--- config.mk ---
export PLATFORM = sky130hd
export DESIGN_NAME = viterbi_decoder_param
export DESIGN_NICKNAME = d
export VERILOG_FILES = /design/src/rtl/viterbi_decoder_param.sv
export SDC_FILE = /design/constraint.sdc
export NUM_CORES = 1
export LEC_CHECK = 0
export ABC_AREA = 1
export BUFFER_PORTS_ARGS = -buffer_cell sky130_fd_sc_hd__buf_2
export CORE_UTILIZATION = 55
export CTS_BUF_LIST = sky130_fd_sc_hd__clkbuf_2 sky130_fd_sc_hd__clkbuf_4 sky130_fd_sc_hd__clkbuf_8
export DETAILED_ROUTE_END_ITERATION = 6
export GPL_TIMING_DRIVEN = 1
export PLACE_DENSITY_LB_ADDON = 0.25
export SYNTH_ARGS = -nofsm -noshare
export SYNTH_HDL_FRONTEND = slang
export SYNTH_SLANG_ARGS = --single-unit
--- constraint.sdc ---
create_clock -name i_clk -period 15.39 [get_ports i_clk]
set_clock_uncertainty 0.05 [all_clocks]
set_input_delay 2.3085 -clock i_clk [delete_from_list [all_inputs] [get_ports i_clk]]
set_output_delay 2.3085 -clock i_clk [all_outputs]
set_load 0.01 [all_outputs]
--- src/rtl/viterbi_decoder_param.sv ---
// viterbi_decoder_param: parametrised Viterbi decoder with register-exchange survivors and frame drain
module viterbi_decoder_param #(
    parameter int           K      = 3,
    parameter logic [K-1:0] G0     = 3'b111,
    parameter logic [K-1:0] G1     = 3'b101,
    parameter int           SW     = 1,
    parameter int           TB     = 15,
    parameter int           PMW    = 8,
    parameter bit           P_TERM = 1'b1
) (
    input  logic            i_clk,
    input  logic            i_rst,
    input  logic            i_valid,
    input  logic [2*SW-1:0] i_data,
    input  logic            i_last,
    output logic            i_ready,
    output logic            o_decision,
    output logic            o_valid,
    output logic            o_last
);
    localparam int NS = 1 << (K - 1);
    localparam int SB = K - 1;
    localparam int CW = $clog2(TB);
    localparam logic [SW-1:0] SMAX = '1;
    localparam logic [PMW-1:0] PM_INIT = {2'b01, {(PMW - 2){1'b0}}};

    typedef enum logic {RUN, DRAIN} state_t;

    if (TB < K) begin : g_tb_too_short
        $error("viterbi_decoder_param: TB must be at least K");
    end
    if ((1 << (PMW - 2)) <= 2 * (K - 1) * ((1 << SW) - 1)) begin : g_pmw_too_narrow
        $error("viterbi_decoder_param: PMW too narrow for the metric spread");
    end

    state_t         state;
    logic [PMW-1:0] pm [NS];
    logic [TB-2:0]  path [NS];
    logic [CW-1:0]  cnt;
    logic [CW-1:0]  dc;
    logic [TB-2:0]  dr;

    logic [PMW-1:0] cand0 [NS];
    logic [PMW-1:0] cand1 [NS];
    logic [PMW-1:0] pm_sel [NS];
    logic [TB-1:0]  path_new [NS];
    logic [NS-1:0]  take;
    logic [PMW-1:0] pm_min;
    logic [SB-1:0]  best;
    logic [TB-1:0]  drain_src;
    logic           accept;
    logic           full;

    // predecessor of next state n whose oldest bit is b
    function automatic logic [SB-1:0] pred(input int n, input logic b);
        return SB'((n << 1) | int'(b));
    endfunction

    // distance between the received pair and the pair expected from encoder register r
    function automatic logic [SW:0] branch_metric(input logic [K-1:0] r, input logic [2*SW-1:0] d);
        logic [SW-1:0] e0;
        logic [SW-1:0] e1;
        e0 = ^(r & G0) ? SMAX - d[2*SW-1:SW] : d[2*SW-1:SW];
        e1 = ^(r & G1) ? SMAX - d[SW-1:0] : d[SW-1:0];
        return {1'b0, e0} + {1'b0, e1};
    endfunction

    function automatic logic [PMW-1:0] sat_add(input logic [PMW-1:0] a, input logic [SW:0] b);
        logic [PMW:0] s;
        s = {1'b0, a} + {{(PMW - SW){1'b0}}, b};
        return s[PMW] ? '1 : s[PMW-1:0];
    endfunction

    assign i_ready   = state == RUN;
    assign accept    = i_valid && i_ready;
    assign full      = cnt == CW'(TB - 1);
    assign drain_src = P_TERM ? path_new[0] : path_new[best];

    // add-compare-select per next state; a tie keeps predecessor b=0
    always_comb begin
        for (int n = 0; n < NS; n++) begin
            cand0[n]    = sat_add(pm[pred(n, 1'b0)], branch_metric({n[K-2], pred(n, 1'b0)}, i_data));
            cand1[n]    = sat_add(pm[pred(n, 1'b1)], branch_metric({n[K-2], pred(n, 1'b1)}, i_data));
            take[n]     = cand1[n] < cand0[n];
            pm_sel[n]   = take[n] ? cand1[n] : cand0[n];
            path_new[n] = {path[pred(n, take[n])], n[K-2]};
        end
    end

    // smallest new metric and the lowest-index state holding it
    always_comb begin
        pm_min = '1;
        best   = '0;
        for (int n = 0; n < NS; n++) begin
            if (pm_sel[n] < pm_min) begin
                pm_min = pm_sel[n];
                best   = SB'(n);
            end
        end
    end

    // frame control, metric and survivor update, registered outputs
    always_ff @(posedge i_clk) begin
        if (i_rst || (state == DRAIN && dc == '0)) begin
            state      <= RUN;
            cnt        <= '0;
            dc         <= '0;
            dr         <= '0;
            o_valid    <= 1'b0;
            o_decision <= 1'b0;
            o_last     <= 1'b0;
            for (int n = 0; n < NS; n++) begin
                pm[n]   <= (n == 0) ? '0 : PM_INIT;
                path[n] <= '0;
            end
        end else if (state == DRAIN) begin
            o_valid    <= 1'b1;
            o_decision <= dr[dc - 1'b1];
            o_last     <= dc == CW'(1);
            dc         <= dc - 1'b1;
        end else begin
            o_valid <= accept && (full || i_last);
            o_last  <= accept && i_last && !full && cnt == '0;
            if (accept) begin
                o_decision <= (full || !i_last) ? path_new[best][TB-1] : drain_src[cnt];
                cnt        <= full ? cnt : cnt + 1'b1;
                dr         <= drain_src[TB-2:0];
                dc         <= full ? CW'(TB - 1) : cnt;
                state      <= i_last ? DRAIN : RUN;
                for (int n = 0; n < NS; n++) begin
                    pm[n]   <= pm_sel[n] - pm_min;
                    path[n] <= path_new[n][TB-2:0];
                end
            end
        end
    end
endmodule

==> results by group <==
GRT
  • Gr ovfl total: 0
  • GRT Resource Usage Total: 0.284
  • Number of global-route vias before repair: 7998
  • First-pass GRT wire length: 39900 um
  • Largest net degree at the start of global routing: 89
  • Initial antenna violation count: 0

Timing
  • Worst-Margin Slew: 1.16 ns
  • Hold WS: 0.439 ns
  • Fmax: 78.1 MHz
  • RSZ-0062 raised after global routing: false
  • Fin crit share: 0.832
  • Max-slew violation count: 0
  • Setup-failing EPs final: 0
  • Min cycle time layout: 12.81 ns
  • Max-slew headroom: 0.226
  • Setup TNS: 0 ns
  • Final Hold Fails: 0

Critical path
  • CP most frequent cell: inv_1
  • Crit path from: i_data[0]
  • Worst EP arrival: 12.91 ns
  • Slowest stage cell, crit path: a211oi_1
  • Worst r2r path cells: 45
  • Startpoint Class: primary input
  • Setup slack, reg-to-reg: 4.88 ns
  • Kind of critical path: in2reg
  • Slowest stage delay, CP: 0.55 ns
  • Worst setup EP type: register
  • Req. time, crit path: 15.50 ns
  • Endpoint of the worst-slack reg-to-reg timing path: pm[0][4]
  • Worst reg2reg startpoint: pm[3][1]
  • CP delay by family, top: compound AO/OA/AOI/OAI gates
  • WP buf/inv: 10
  • Crit path max fanout: 24

Placed design
  • I/O Buffers: 9
  • Inst Count DP: 1593
  • Placed inst area: 9780 um^2
  • RePlAce Congestion: 0.954
  • Hpwl dp: 19800 um

Cells and area
  • Share of layout cells above drive strength 1: 0.0770
  • P&R area growth vs syn: 4.13%
  • Antenna Cells: 0
  • Final Non-Filler Cells: 1609
  • Nets: 1476
  • Finished Cell Area: 9960 um^2
  • FILL cells: 1612

Run status
  • Status: finished clean

Synth
  • Synthesized area: 9570 um^2
  • Post-synthesis cell type count: 47
  • Sequential share of the synthesized area: 0.313
  • Mapped Cells: 1391
  • Area contributors post-synth: edfxtp_1, nand2_1, ha_1
  • Yosys top cell by area: edfxtp_1
  • Synth warn: 0
  • FF+latch count, synth: 108
  • Synth Flop Type: edfxtp_1
  • Commonest cells post-synth: nand2_1, inv_1, nor2_1
  • Ys async rst share: 0
  • Top-area cell type share of the netlist area: 0.260
  • Post-synth EDFFs: 83
  • Syn_nets: 1483
  • Top-count cell post-synth: nand2_1
  • Avg Inst Size Synth: 6.88 um^2

Clock network
  • TritonCTS clock tree: yes
  • CTS buffer count: 9
  • Clk sinks: 108
  • CTS hold repair buffers: 0
  • Reg clk slew, reported paths: 0.11 ns
  • H-tree levels: 3
  • Clock Latency Late Sink: 0.41 ns
  • Clock root cell: clkbuf_8
  • Post-CTS Setup Inserts: 0
  • Worst-case clock buffer depth: 2
  • Post-CTS sizing: 0

Floorplan
  • DIE AREA: 17900 um^2
  • Chip Height: 134 um
  • Core area: 16800 um^2
  • # IOs: 10
  • Initial Util: 0.571
  • Rows: 47
  • DIE WIDTH: 134 um

Job
  • Max Cap Viol: 0

Detailed routing
  • DRT iter0 DRCs: 735
  • Routed wire length per instance: 15.4 um
  • Drt first pass iters: 5
  • Drc violations: 0
  • Via count: 9005
  • Antenna Nets Post-Route: 0
  • DR vias/cell: 5.60
  • Post-Route WL: 24800 um

Hold path
  • End of the worst hold path: dr[7]
  • Hold path depth: 2
  • HP Class: reg2reg
  • Min-delay src: dr[7]
worst min-delay path, stage by stage (launching register included):
cell and delay (ns):
dfxtp_1 0.31, inv_1 0.06, o22ai_1 0.08
routing by layer:
layer,GRT usage,vias to the layer above,share of wire,wire (um)
met3,0.0336,46,0.076,1870
li1,-,4570,-,-
met2,0.461,327,0.45,11200
met1,0.394,4062,0.45,11100
met4,0.0934,0,0.025,626
met5,0,-,0,0
kinds of logic after synthesis:
group / Yosys count / share of synthesized area
flip-flops: 108 / 0.313
adder cells (fa/ha/maj): 86 / 0.116
AND/OR/NAND/NOR: 656 / 0.297
AO/OA/AOI/OAI: 282 / 0.161
XOR/XNOR: 16 / 0.0146
buffers and inverters: 243 / 0.0990
cell usage in the layout, fill, tap and decap left out, types with 9 or more instances in the layout:
cell type / synthesis / final
edfxtp_1: 83 / 83
dfxtp_1: 25 / 25
inv_2: 10 / 10
nand3_1: 94 / 94
nor3_1: 11 / 11
a21oi_1: 84 / 84
buf_2: 1 / 9
nor2_1: 160 / 159
nand2_2: 33 / 33
a31oi_1: 9 / 9
o21ai_0: 138 / 138
nand2_1: 320 / 319
clkbuf_8: 0 / 9
o21ai_1: 10 / 10
inv_1: 200 / 200
ha_1: 82 / 82
worst max-delay path by stage:
stage | endpoint | slack, ns | cells after the start
3_5_place_dp | pm[3][6] | 2.37 | 53
2_1_floorplan | pm[3][6] | 4.25 | 56
4_1_cts | pm[3][6] | 2.78 | 53
6_report | pm[0][4] | 2.58 | 49
3_3_place_gp | pm[3][6] | 2.63 | 53
5_1_grt | pm[3][6] | 1.66 | 53
sequential cells by signal, indices dropped and copies added (netlist names):
| name | cells |
|---|---|
| pm | 32 |
| dr | 12 |
| o_decision | 1 |
| o_valid | 1 |
| state | 1 |
| cnt | 4 |
| path | 52 |
| dc | 4 |
| o_last | 1 |
area by class of cell:
class / count / area [um^2] / area share
sequential: 108 / 2990 / 0.300
tap: 220 / 275 / 0.0276
inverter: 213 / 802 / 0.0805
clock inverter: 5 / 43.8 / 0.00440
clock buffer: 11 / 139 / 0.0139
multi-input combinational: 1040 / 5640 / 0.566
timing repair buffer: 12 / 67.6 / 0.00678
stage by stage:
step	util	setup slack (ns)
6_report	0.594	2.58
5_1_grt	0.594	1.66
4_1_cts	0.594	2.78
3_5_place_dp	0.584	2.37
3_3_place_gp	0.584	2.63
2_1_floorplan	-	4.25
Power is left out: the tool's default activity adds up to more than one toggle a clock period on the data nets, which glitch-free logic cannot reach.
